`config.mk`:
```
export PLATFORM = sky130hd
export DESIGN_NAME = gerador_jogadas
export DESIGN_NICKNAME = d
export VERILOG_FILES = /design/src/rtl/gerador_jogadas.sv
export SDC_FILE = /design/constraint.sdc
export NUM_CORES = 1
export LEC_CHECK = 0
export CAP_MARGIN = 10
export CORE_ASPECT_RATIO = 1.5
export CORE_MARGIN = 8
export CORE_UTILIZATION = 55
export DETAILED_ROUTE_END_ITERATION = 10
export GPL_TIMING_DRIVEN = 0
export HOLD_SLACK_MARGIN = 0.06
export PLACE_DENSITY = 0.75
export SLEW_MARGIN = 5
export SYNTH_ARGS = -nofsm -noshare
export SYNTH_HDL_FRONTEND = slang
export SYNTH_SLANG_ARGS = --single-unit
export TNS_END_PERCENT = 1
```
`constraint.sdc`:
```
create_clock -name clock -period 3.3 [get_ports clock]
set_input_delay 0.825 -clock clock [delete_from_list [all_inputs] [get_ports clock]]
set_output_delay 0.825 -clock clock [all_outputs]
set_load 0.01 [all_outputs]
```
`src/rtl/gerador_jogadas.sv`:
```
// rtl/gerador_jogadas.sv - scripted move player driving one-hot button presses into jogao_da_velha
// Optional request timeout in ESPERA: define GERADOR_JOGADAS_TIMEOUT_EN.
module gerador_jogadas #(
    parameter int HOLD_CYCLES    = 20,
    parameter int GAP_CYCLES     = 10,
    parameter int DEPTH          = 16,
    parameter int TIMEOUT_CYCLES = 1023
) (
    input  logic                     clock,
    input  logic                     reset,
    input  logic                     escreve,
    input  logic [3:0]               jogada,
    input  logic                     limpa,
    input  logic                     iniciar,
    input  logic                     jogar_macro,
    input  logic                     jogar_micro,
    output logic [8:0]               botoes,
    output logic                     ocupado,
    output logic                     pronto,
    output logic                     cheio,
    output logic                     erro,
    output logic [$clog2(DEPTH):0]   db_indice,
    output logic [2:0]               db_estado
);

    localparam int AW     = $clog2(DEPTH);
    localparam int IW     = AW + 1;
    localparam int MAX_HG = (HOLD_CYCLES > GAP_CYCLES) ? HOLD_CYCLES : GAP_CYCLES;
    localparam int MAX_C  = (MAX_HG > TIMEOUT_CYCLES) ? MAX_HG : TIMEOUT_CYCLES;
    localparam int CW     = $clog2(MAX_C + 1);

    localparam logic [CW-1:0] HOLD_LAST = CW'(HOLD_CYCLES - 1);
    localparam logic [CW-1:0] GAP_LAST  = CW'(GAP_CYCLES - 1);
`ifdef GERADOR_JOGADAS_TIMEOUT_EN
    localparam logic [CW-1:0] TMO_LAST  = CW'(TIMEOUT_CYCLES - 1);
`endif
    localparam logic [IW-1:0] DEPTH_V   = IW'(DEPTH);

    typedef enum logic [2:0] {
        OCIOSO    = 3'd0,
        ESPERA    = 3'd1,
        PRESSIONA = 3'd2,
        SOLTA     = 3'd3,
        FIM       = 3'd4,
        ERRO      = 3'd5
    } estado_t;

    estado_t       estado, estado_n;
    logic [IW-1:0] count, count_n;
    logic [IW-1:0] indice, indice_n, indice_inc;
    logic [CW-1:0] cnt, cnt_n;
    logic [8:0]    botoes_n;
    logic          erro_n;
    logic          mem_we;
    logic [3:0]    mem [DEPTH];
    logic [3:0]    mem_rd;
    logic          pedido;
    logic          codigo_ok;

    assign mem_rd     = mem[indice[AW-1:0]];
    assign indice_inc = indice + 1'b1;
    // Both request lines together are still a single request.
    assign pedido     = jogar_macro | jogar_micro;
    assign codigo_ok  = (jogada >= 4'd1) && (jogada <= 4'd9);

    assign cheio     = (count == DEPTH_V);
    assign ocupado   = (estado == ESPERA) || (estado == PRESSIONA) || (estado == SOLTA);
    assign pronto    = (estado == FIM);
    assign db_indice = indice;
    assign db_estado = estado;

    always_comb begin
        estado_n = estado;
        count_n  = count;
        indice_n = indice;
        cnt_n    = cnt;
        botoes_n = botoes;
        erro_n   = 1'b0;
        mem_we   = 1'b0;
        case (estado)
            OCIOSO, FIM: begin
                if (limpa) begin
                    count_n = '0;
                end else if (escreve) begin
                    if (codigo_ok && !cheio) begin
                        mem_we  = 1'b1;
                        count_n = count + 1'b1;
                    end else begin
                        erro_n = 1'b1;
                    end
                end
                if (iniciar) begin
                    indice_n = '0;
                    cnt_n    = '0;
                    estado_n = (count_n != '0) ? ESPERA : FIM;
                end
            end
            ESPERA: begin
                if (pedido) begin
                    estado_n = PRESSIONA;
                    cnt_n    = '0;
                    botoes_n = 9'b1 << (mem_rd - 4'd1);
                end
`ifdef GERADOR_JOGADAS_TIMEOUT_EN
                else if (cnt == TMO_LAST) begin
                    estado_n = ERRO;
                    erro_n   = 1'b1;
                    cnt_n    = '0;
                end else begin
                    cnt_n = cnt + 1'b1;
                end
`endif
            end
            PRESSIONA: begin
                if (cnt == HOLD_LAST) begin
                    estado_n = SOLTA;
                    cnt_n    = '0;
                    botoes_n = '0;
                end else begin
                    cnt_n = cnt + 1'b1;
                end
            end
            SOLTA: begin
                if (cnt == GAP_LAST) begin
                    cnt_n    = '0;
                    indice_n = indice_inc;
                    estado_n = (indice_inc == count) ? FIM : ESPERA;
                end else begin
                    cnt_n = cnt + 1'b1;
                end
            end
            ERRO: begin
                botoes_n = '0;
                if (iniciar) begin
                    indice_n = '0;
                    cnt_n    = '0;
                    estado_n = (count != '0) ? ESPERA : FIM;
                end
            end
            default: begin
                estado_n = OCIOSO;
                botoes_n = '0;
            end
        endcase
    end

    always_ff @(posedge clock) begin
        if (reset) begin
            estado <= OCIOSO;
            count  <= '0;
            indice <= '0;
            cnt    <= '0;
            botoes <= '0;
            erro   <= 1'b0;
        end else begin
            estado <= estado_n;
            count  <= count_n;
            indice <= indice_n;
            cnt    <= cnt_n;
            botoes <= botoes_n;
            erro   <= erro_n;
        end
    end

    // Move memory keeps its contents across reset; only count is cleared.
    always_ff @(posedge clock) begin
        if (mem_we && !reset) begin
            mem[count[AW-1:0]] <= jogada;
        end
    end

endmodule
```
## Word level (Yosys, flattened, before mapping)

Memory sizes are Yosys's and may differ from the RTL's. A register that Yosys moved wholly into a read port is not among the register bits.
Index checks and enable logic that the tools add are counted.

| operators by class | value |
|---|---|
| add/subtract/negate cells | 4 |
| equal/unequal tests | 15 |
| bitwise logic cells | 4 |
| $lt $le $gt $ge | 2 |
| reductions and logical operators | 20 |
| shift-type cells | 1 |
| muxes and demuxes | 33 |

Operator list:

| operator | count |
|---|---|
| $mux W10 | 4 |
| $pmux W10 S4 | 1 |
| $mux W5 | 6 |
| $pmux W9 S3 | 1 |
| $mux W3 | 8 |
| $mux W9 | 2 |
| $pmux W3 S5 | 1 |
| $add A10 B1 Y10 const B | 1 |
| $add A5 B1 Y5 const B | 2 |
| $eq A10 B4 Y1 const B | 1 |
| $eq A10 B5 Y1 const B | 1 |
| $pmux W5 S2 | 1 |
| $reduce_bool A5 Y1 | 2 |
| $reduce_and A3 Y1 | 3 |
| $shl A1 B4 Y9 const A | 1 |
| $mux W4 | 2 |
| $mux W1 | 7 |
| $eq A3 B2 Y1 const B | 2 |
| $eq A3 B3 Y1 const B | 2 |
| $ne A2 B1 Y1 const B | 3 |
| $ne A2 B2 Y1 const B | 3 |
| $reduce_or A3 Y1 | 2 |
| $eq A5 B5 Y1 | 1 |
| $eq A5 B5 Y1 const B | 1 |
| other kinds (15) | 21 |

| word-level totals | value |
|---|---|
| word-level logic and storage cells | 86 |
| memory bits (writable) | 64 |
| input bits | 11 |
| register bits after elaboration | 33 |
| memories kept | 1 |

Memory list:

| memory | depth | width | rd ports | clocked after Yosys merged registers in | wr ports | line | text |
|---|---|---|---|---|---|---|---|
| mem | 16 | 4 | 1 | 1 | 1 | 55 | `logic [3:0] mem [DEPTH];` |

## Depth between registers and ports, before layout

Gate-level depths: netlist (run 1).

| logic depth | value |
|---|---|
| depth in word-level cells | 11 |
| mapped depth | 10 |
| gate-level depth less buffers | 8 |

## Worst setup path after synthesis (run 1)

OpenSTA, ideal clock, no wires.

| timing | value |
|---|---|
| path kind | input port to flip-flop |
| from | in jogada[3] |
| to | reg estado[2] (netlist: db_estado[2]) |
| arrival | 2.426 ns |
| path slack | 0.752 ns |
| required time | 3.178 ns |
| stages | 6 |
| setup time | 0.122 ns |
| path through | or4_1 > and4_1 > clkbuf_1 > a41oi_1 > a211oi_1 > o311a_1 |

| between the ends | value |
|---|---|
| cells in the longest elaborated chain, start to end | 11 |

Ends and longest elaborated chain:

| item | line | text |
|---|---|---|
| start, declared | 12 | `input logic [3:0] jogada,` |
| $ge A4 B1 Y1 or $le A4 B4 Y1 (tied branches) | 64 | `assign codigo_ok = (jogada >= 4'd1) && (jogada <= 4'd9);` |
| $logic_and A1 B1 Y1 (*) | 64 |  |
| $logic_and A1 B1 Y1 (*) | 85 | `if (codigo_ok && !cheio) begin` |
| $mux W5 (*) | 85 |  |
| $mux W5 (*) | 84 | `end else if (escreve) begin` |
| $mux W5 (*) | 82 | `if (limpa) begin` |
| $mux W5 (*) | 80 | `case (estado)` |
| $reduce_bool A5 Y1 (*) | 95 | `estado_n = (count_n != '0) ? ESPERA : FIM;` |
| $mux W3 (*) | 95 |  |
| $mux W3 (*) | 92 | `if (iniciar) begin` |
| $pmux W3 S5 (*) | 80 |  |
| end signal, assigned | 156 | `estado <= estado_n;` |
| end, declared | 48 | `estado_t estado, estado_n;` |

Every way passes the cells marked *; elsewhere a longest branch is shown, timed or not. The select of a mux whose other input is x is not followed.
A chain may end at the register's enable or synchronous reset.

## Worst setup path after layout (run 1)

| timing | value |
|---|---|
| from | reg estado[1] (netlist: db_estado[1]) |
| to | out pronto |

| between the ends | value |
|---|---|
| cells in the longest elaborated chain, start to end | 1 |

Ends and longest elaborated chain:

| item | line | text |
|---|---|---|
| $eq A3 B3 Y1 | 68 | `assign pronto = (estado == FIM);` |
| end, declared | 19 | `output logic pronto,` |

Every way passes these cells.

==> results of run 1 <==
[sequential cells by signal (all words and copies together), names as in the netlist, named ones only]
signal / count
mem: 64
cnt: 10
botoes: 9
count: 5
db_indice: 5
db_estado: 3
erro: 1
[cell families (layout without fill, tap and decap cells)]
kind of cell             Yosys count  after routing
buffers and inverters             32             78
adder cells (fa/ha/maj)            9              9
flip-flops                       101            101
XOR/XNOR                          16             16
multiplexers                      18             18
AO/OA/AOI/OAI                     71             71
AND/OR/NAND/NOR                  125            125
[power by group]
part	total [W]	internal [W]	switching, W	leakage [nW]
combinational	0.000151	0.0000559	0.0000954	0.805
clock	0.00103	0.000530	0.000499	0.140
sequential	0.00136	0.00135	0.00000809	0.874
[how the worst max path moves through the flow]
stage	endpoint
finish	pronto
detailed placement	db_estado[2]
global placement	db_estado[2]
floorplan	db_estado[2]
global route	pronto
CTS	mem[3][0]
[cell usage in the layout, fill, tap and decap left out, types with 3 or more instances in the layout]
| master | n |
|---|---|
| nand2b_1 | 3 |
| edfxtp_1 | 64 |
| clkbuf_16 | 9 |
| ha_1 | 9 |
| o21ai_0 | 13 |
| xor2_1 | 9 |
| nand2_1 | 22 |
| nor4_1 | 4 |
| inv_1 | 13 |
| clkdlybuf4s50_1 | 26 |
| nand4_1 | 3 |
| o31ai_1 | 5 |
| mux4_1 | 13 |
| mux4_2 | 5 |
| nand3_1 | 10 |
| o2111ai_1 | 5 |
| a211oi_1 | 6 |
| nor2_1 | 39 |
| clkbuf_1 | 15 |
| a21oi_1 | 14 |
| a31oi_1 | 3 |
| nor2b_1 | 8 |
| or3_1 | 4 |
| a311oi_1 | 3 |
| and2_1 | 3 |
| xnor2_1 | 7 |
| dlymetal6s2s_1 | 4 |
| o21a_1 | 3 |
| dfxtp_1 | 37 |
| nor3_1 | 10 |
[critical path, stage by stage, from the launching register on]
cell	delay, ns
dfxtp_1	0.39
clkbuf_1	0.40
buf_1	0.44
nor3_1	0.13
clkdlybuf4s50_1	0.51
[routing by layer]
metal	part of all wire, %	wire [um]	vias to the layer above
li1	-	-	1512
met1	39	3910	1540
met2	53	5310	102
met3	5.0	497	16
met4	2.5	247	0
met5	0	0	-
[stage by stage]
step	instances	TNS [ns]	setup WS, ns	area [sq um]	utilization [%]
after global routing	525	0	0.157	5400	64.9
after global placement	509	-4.74	-0.277	5080	61.2
after detailed placement	509	-8.87	-0.327	5080	61.2
after CTS	525	0	0.0256	5380	64.7
final	525	0	0.263	5400	64.9
after floorplan	372	0	0.752	4650	-
[final cells by class]
type                    instances  area [sq um]  area share, %
clock inverters                 7          67.6           1.25
plain buffers                  19          96.3           1.79
clock buffers                   9           225           4.17
inverters                      13          48.8          0.904
flip-flops and latches        101          2660           49.3
multi-input cells             239          1850           34.3
well taps                     107           134           2.48
repair buffers                 30           310           5.75
==> run_results.csv, run 1 <==
group,metric,value,unit
yosys,synthTopCellsByArea,"edfxtp_1 41%, dfxtp_1 16%, mux4_1 7.3%",
grt,grt.overflow.total,0,
routing,drtAntennaViolNets,0,
grt,grt_pass1_vias,3188,
clocking,clk_pin_slew,0.07,ns
yosys,synth_top_family_by_area,"simple AND/OR/NAND/NOR gates",
routing,viasPerCell,6.04,
floorplan,initial_core_util,55.9,%
yosys,yosys_warnings,0,
clocking,clock_sinks,101,
power_and_ir_drop,p_per_area,470,nW/um^2
yosys,ys_dominant_reg_cell,"edfxtp_1",
clocking,cts-root-buf,"clkbuf_16",
cells_and_area,syn_to_final_growth,16.1,%
hold_path,min_to,"botoes[5]",
yosys,yosys-top-cells-count,"64 x edfxtp_1, 39 x nor2_1, 37 x dfxtp_1",
power_and_ir_drop,p_leak,1.82,nW
clocking,cts_buffer_depth,2,
critical_path,cp-startpoint,"db_estado[1]",
hold_path,min_path_type,"reg2reg",
sta,worst_hold_slack,0.453,ns
grt,grt_use_met1,18.5,%
hold_path,hp-start,"botoes[5]",
yosys,async_reset_ff_share,0,%
cells_and_area,n_fill_cell,650,
sta,finalSetupViolCount,0,
critical_path,reg2reg_to,"botoes[0]",
yosys,synth-compound-area-share,10.6,%
sta,maxSlewHeadroom,47.9,%
job,drv_cap,0,
power_and_ir_drop,vdd_drop_max,0.354,mV
routing,firstDrtPassIters,4,
yosys,synth_top_area_cell,"edfxtp_1",
clocking,cts-buffers-inserted,9,
sta,hold_viol,0,
place,port_buffers,30,
sta,rsz0062_at_grt,"false",
routing,wl_per_cell,19.0,um
critical_path,cp_data_required_time,2.47,ns
clocking,cts_hold_buf,0,
sta,fin_crit,3.04,ns
yosys,synthCells,372,
clocking,cts_tree,"built",
yosys,avgSynthCellArea,12.5,sq um
floorplan,dieWidth,91.1,um
grt,grt_max_degree,20,
cells_and_area,drive_gt1_share,7.42,%
critical_path,arrival,2.21,ns
hold_path,hold_path_depth,2,
clocking,cts_resized,0,
sta,fmax,0.329,GHz
yosys,synth-simple-area-share,13.8,%
grt,grt_util_met3,3.79,%
floorplan,row_count,41,
sta,tightest_slew,0.776,ns
yosys,synth_seq_cells,101,
clocking,insertion_delay,0.35,ns
yosys,yosysMostFrequentCell,"edfxtp_1",
routing,drtIter0Drc,206,
yosys,synth_nets,392,
critical_path,startpoint_type,"flop",
routing,wl,9960,um
cells_and_area,antenna-diode-count,0,
yosys,synth-seq-area-share,57.3,%
grt,grt_use_met2,32.3,%
yosys,synth-xor-area-share,3.01,%
floorplan,fp.dieArea,11700,sq um
grt,antenna_found_initial,0,
critical_path,r2r_slack,0.43,ns
yosys,synth_edf_count,64,
run_status,status,"complete, no violations",
clocking,htreeDepth,3,
critical_path,endpoint_kind,"output pin",
grt,grtUsageTotal,17.6,%
sta,fin_skew,0.00786,ns
routing,drc,0,
sta,period_share,92.0,%
critical_path,r2r_cells,9,
floorplan,coreArea,8310,sq um
yosys,netlist.area_leader.share,41.3,%
critical_path,cp_max_fo,10,
cells_and_area,fin_nets,433,
critical_path,worst-setup-path-type,"reg2out",
sta,maxSlewViolCount,0,
grt,grt_pass1_wl,16000,um
place,hpwl,7160,um
floorplan,ioPinCount,32,
yosys,synthAdderAreaFrac,2.42,%
power_and_ir_drop,p_total,0.00254,W
yosys,ys_types,57,
place,place.gp.congestion,0.886,
yosys,synthMuxAreaShare,9.77,%
grt,grt_most_used_layer,"met2",
routing,vias,3170,
clocking,cts_setup_buffers,0,
yosys,netlist_area,4650,sq um
floorplan,die_h,129,um
(Power assumes the default switching activity.)
==> inputs of run 2 (changes only) <==
--- a/config.mk
+++ b/config.mk
@@ -8,11 +8,11 @@
 export CAP_MARGIN = 10
 export CORE_ASPECT_RATIO = 1.5
 export CORE_MARGIN = 8
-export CORE_UTILIZATION = 55
+export CORE_UTILIZATION = 53
 export DETAILED_ROUTE_END_ITERATION = 10
 export GPL_TIMING_DRIVEN = 0
 export HOLD_SLACK_MARGIN = 0.06
-export PLACE_DENSITY = 0.75
+export PLACE_DENSITY = 0.76
 export SLEW_MARGIN = 5
 export SYNTH_ARGS = -nofsm -noshare
 export SYNTH_HDL_FRONTEND = slang
==> constraint.sdc (replaced) <==
create_clock -name clock -period 2.69 [get_ports clock]
set_input_delay 0.6725 -clock clock [delete_from_list [all_inputs] [get_ports clock]]
set_output_delay 0.6725 -clock clock [all_outputs]
set_load 0.01 [all_outputs]
==> run 2 against run 1 <==
Net effect:
- the run now ends with setup timing left
- highest routed layer unchanged
- final cell count increased by 0.57%
- worst hold slack improved by 0.0047 ns
- via count rose by 1.7%
==> run_results.csv, run 2 (synthesis results as in run 1) <==
group,metric,value,unit
place,port_buffers,30,
critical_path,worst-setup-path-type,"in2reg",
floorplan,fp.dieArea,12100,sq um
sta,fin_skew,0.00918,ns
routing,viasPerCell,6.10,
sta,fin_crit,2.70,ns
critical_path,r2r_cells,10,
clocking,cts-root-buf,"clkbuf_16",
cells_and_area,fin_nets,433,
sta,maxSlewViolCount,0,
cells_and_area,multi_input_area,1900,sq um
grt,grt_pass1_wl,16000,um
sta,setup_slack,-0.0137,ns
clocking,cts_hold_buf,0,
cells_and_area,syn_to_final_growth,18.2,%
grt,grt_pass1_vias,3159,
cells_and_area,layout_common_cells,"64 x edfxtp_1, 36 x nor2_1, 35 x dfxtp_1",
routing,firstDrtPassIters,5,
cells_and_area,largest_reg_flops,64,
clocking,cts-buffers-inserted,9,
floorplan,row_count,42,
cells_and_area,n_fill_cell,653,
critical_path,arrival,2.94,ns
clocking,cts_buffer_depth,2,
floorplan,coreArea,8670,sq um
clocking,clk_pin_slew,0.07,ns
hold_path,min_path_type,"reg2reg",
routing,wl_per_cell,18.9,um
sta,maxSlewHeadroom,57.2,%
cells_and_area,antenna-diode-count,0,
critical_path,cp_max_fo,17,
clocking,insertion_delay,0.35,ns
clocking,clock_sinks,101,
clocking,htreeDepth,3,
cells_and_area,final_util,63.3,%
routing,drc,0,
floorplan,dieWidth,92.5,um
cells_and_area,area.sequential,2670,sq um
grt,grtUsageTotal,17.3,%
sta,hold_viol,0,
sta,tightest_slew,0.642,ns
cells_and_area,final_common_cell,"edfxtp_1",
floorplan,die_h,131,um
sta,finalSetupViolCount,2,
sta,worst_hold_slack,0.458,ns
routing,wl,9980,um
power_and_ir_drop,p_leak,1.85,nW
routing,drtAntennaViolNets,0,
floorplan,initial_core_util,53.6,%
routing,drtIter0Drc,239,
hold_path,hold_path_depth,2,
sta,rsz0062_at_grt,"true",
critical_path,startpoint_type,"input port",
grt,antenna_found_initial,0,
power_and_ir_drop,vdd_drop_max,0.427,mV
sta,period_share,101,%
run_status,violations,"setup timing",
run_status,status,"finished with violations",
clocking,cts_tree,"built",
place,place.gp.congestion,0.940,
grt,grt_max_degree,21,
place,hpwl,7130,um
job,drv_cap,0,
critical_path,endpoint_kind,"flop",
grt,grt.overflow.total,0,
routing,vias,3223,
sta,fmax,0.370,GHz
floorplan,ioPinCount,32,
critical_path,cp_data_required_time,2.92,ns
power_and_ir_drop,p_per_area,589,nW/um^2
cells_and_area,drive_gt1_share,12.7,%
run 2: timing repair:
| action | in CTS | in global routing |
|---|---|---|
| endpoints found under the hold margin | 0 | 0 |
| gates resized for setup | 19 | 13 |
| pin swaps | 1 | 1 |
| buffers inserted | 0 | 1 |
| setup endpoints to repair | 83 | 52 |
run 2: cell type report:
cell class / instances / share of cell area, %
clock buffer: 9 / 4.10
clock inverter: 7 / 1.87
timing repair buffer: 31 / 5.65
tap: 110 / 2.51
inverter: 13 / 0.888
sequential: 101 / 48.5
buffer: 18 / 1.82
multi-input combinational: 239 / 34.6
run 2: worst max-delay path: stages:
cell and delay, ns:
dlygate4sd2_1 0.44, or4_1 0.57, and4_1 0.23, clkbuf_1 0.20, a41oi_1 0.33, a211oi_1 0.13, o311a_1 0.36
run 2: layer usage:
metal	part of all wire, %	vias up	GRT usage, %
li1	-	1518	-
met1	39	1540	19.0
met2	52	141	30.1
met3	5.0	24	2.86
met4	3.7	0	11.7
met5	0	-	0
run 2: final timing paths:
path	slack, ns	from	to
max	-0.01	jogada[0]	db_estado[2]
min reg2reg	0.46	botoes[5]	botoes[5]
max reg2reg	0.09	flop	botoes[8]
min	0.46	botoes[5]	botoes[5]
run 2: stage by stage:
stage,setup TNS [ns],power [W],area (sq um),cells,setup slack (ns)
CTS,-0.0257,0.00324,5440,527,-0.0257
global placement,-38.82,0.00188,5090,512,-0.717
finish,-0.0268,0.00323,5490,528,-0.0137
detailed placement,-49.89,0.00188,5090,512,-0.834
floorplan,0,0.00180,4650,372,0.215
global route,-0.371,0.00334,5490,528,-0.136
run 2: where the power goes:
part | internal (W) | total (W) | switching (W)
Sequential | 0.00165 | 0.00166 | 0.00000985
Clock | 0.000755 | 0.00138 | 0.000626
Combinational | 0.0000708 | 0.000190 | 0.000119
Total | 0.00248 | 0.00323 | 0.000755
==> inputs of run 3 (changes only) <==
--- a/config.mk
+++ b/config.mk
@@ -8,11 +8,11 @@
 export CAP_MARGIN = 10
 export CORE_ASPECT_RATIO = 1.5
 export CORE_MARGIN = 8
-export CORE_UTILIZATION = 53
+export CORE_UTILIZATION = 50
 export DETAILED_ROUTE_END_ITERATION = 10
 export GPL_TIMING_DRIVEN = 0
 export HOLD_SLACK_MARGIN = 0.06
-export PLACE_DENSITY = 0.76
+export PLACE_DENSITY = 0.72
 export SLEW_MARGIN = 5
 export SYNTH_ARGS = -nofsm -noshare
 export SYNTH_HDL_FRONTEND = slang
==> run 3 against run 2 <==
Net effect:
- the run now ends clean
- critical path depth shrank 3
- register-to-register slack gained 0.02 ns
- total power is essentially flat
- highest routed layer unchanged
- sequential share of layout area up 0.15 points
- via count is 0.59% higher
- worst hold slack improved by 0.0021 ns
- critical endpoint is now ocupado
==> run_results.csv, run 3 (synthesis results as in run 1) <==
group,metric,value,unit
run_status,status,"complete, no violations",
power_and_ir_drop,vdd_drop_max,0.560,mV
cells_and_area,fin_nets,434,
critical_path,crit_top_cell,"nor2_1",
critical_path,max_stage_delay,0.57,ns
sta,maxSlewHeadroom,58.8,%
place,place.gp.congestion,0.935,
routing,drc,0,
cells_and_area,n_fill_cell,756,
critical_path,worst-setup-path-type,"reg2out",
routing,viasPerCell,6.11,
floorplan,ioPinCount,32,
floorplan,fp.dieArea,12700,sq um
place,place_ws,-0.878,ns
critical_path,r2r_cells,8,
cells_and_area,antenna-diode-count,0,
cells_and_area,final_common_cell,"edfxtp_1",
routing,vias,3242,
critical_path,cp_data_required_time,2.02,ns
clocking,cts-root-buf,"clkbuf_16",
floorplan,initial_core_util,50.8,%
cells_and_area,syn_to_final_growth,17.7,%
grt,grt.overflow.total,0,
clocking,cts_hold_buf,0,
cells_and_area,largest_reg_flops,64,
clocking,htreeDepth,3,
critical_path,cp-startpoint,"db_estado[0]",
clocking,clock_sinks,101,
floorplan,die_h,134,um
sta,maxSlewViolCount,0,
sta,fin_skew,0.00676,ns
hold_path,hold_path_depth,2,
power_and_ir_drop,p_per_area,591,nW/um^2
floorplan,coreArea,9150,sq um
routing,wl_met3,447,um
routing,wl_met1,3920,um
grt,grtUsageTotal,16.7,%
grt,grt_max_degree,21,
clocking,cts_tree,"built",
clocking,cts_buffer_depth,2,
routing,wl_per_cell,19.5,um
job,drv_cap,0,
critical_path,cp_cell_sequence,"clkbuf_4 -> nor2_1 -> nor2_1 -> clkdlybuf4s50_1",
clocking,clk_pin_slew,0.07,ns
routing,highest_layer,"met4",
critical_path,startpoint_type,"flop",
hold_path,hp-start,"botoes[3]",
critical_path,crit_slowest_cell,"clkdlybuf4s50_1",
sta,finalSetupViolCount,0,
critical_path,cp_max_fo,10,
cells_and_area,layout_common_cells,"64 x edfxtp_1, 38 x nor2_1, 36 x dfxtp_1",
routing,drtIter0Drc,157,
sta,hold_viol,0,
sta,setup_slack,0.0850,ns
cells_and_area,drive_gt1_share,12.9,%
clocking,insertion_delay,0.35,ns
grt,grt_pass1_vias,3336,
clocking,cts-buffers-inserted,9,
sta,tightest_slew,0.618,ns
hold_path,min_path_type,"reg2reg",
floorplan,dieWidth,94.7,um
grt,grt_pass1_wl,16300,um
cells_and_area,final_util,59.8,%
sta,period_share,96.8,%
grt,antenna_found_initial,0,
critical_path,arrival,1.93,ns
routing,met2_length,5490,um
sta,rsz0062_at_grt,"true",
power_and_ir_drop,p_leak,1.87,nW
sta,fin_crit,2.60,ns
critical_path,endpoint_kind,"output pin",
sta,fmax,0.384,GHz
place,port_buffers,30,
routing,firstDrtPassIters,5,
place,hpwl,7470,um
floorplan,row_count,43,
routing,drtAntennaViolNets,0,
routing,wl,10400,um
[run 3: path summary, 6_finish.rpt]
kind                                   to  slack, ns
worst max-delay path              ocupado       0.09
worst min-delay path            botoes[3]       0.46
worst max register to register  botoes[0]       0.11
worst min register to register  botoes[3]       0.46
[run 3: final cells by class]
cell class                 count  area [sq um]  area share (%)
multi-input combinational    239          1900            34.6
tap                          112           140            2.56
inverter                      13          48.8           0.892
clock inverter                 7          97.6            1.78
clock buffer                   9           225            4.12
timing repair buffer          32           298            5.44
sequential                   101          2660            48.7
buffer                        18           104            1.90
[run 3: worst max-delay path: cells and delay by family (launching register included)]
kind | cells | cell delay (ns)
AND/OR/NAND/NOR | 2 | 0.27
buffers and inverters | 2 | 0.85
flip-flops | 1 | 0.47
[run 3: layer usage]
| metal | track usage (%) | vias up |
|---|---|---|
| met5 | 0 | - |
| met4 | 10.7 | 0 |
| met3 | 3.36 | 43 |
| met2 | 28.7 | 102 |
| met1 | 17.9 | 1574 |
| li1 | - | 1523 |
[run 3: through the flow]
stage / instances / power, W / instance area, sq um / setup TNS (ns) / hold WS, ns
global placement: 514 / 0.00188 / 5090 / -42.34 / 0.440
detailed placement: 514 / 0.00188 / 5090 / -48.44 / 0.455
finish: 531 / 0.00324 / 5470 / 0 / 0.460
CTS: 529 / 0.00325 / 5440 / -0.106 / 0.467
floorplan: 372 / 0.00180 / 4650 / 0 / 0.477
global route: 531 / 0.00333 / 5470 / -0.00599 / 0.499
[run 3: repair_timing]
item	4_1_cts	5_1_grt
setup buffers	0	2
setup endpoints to repair	83	81
pin swaps	1	1
gates resized for setup	15	22
[run 3: where the power goes]
part	switching, W	internal [W]	leakage, nW
combinational	0.000123	0.0000701	0.840
sequential	0.00000998	0.00165	0.875
clock	0.000623	0.000756	0.159
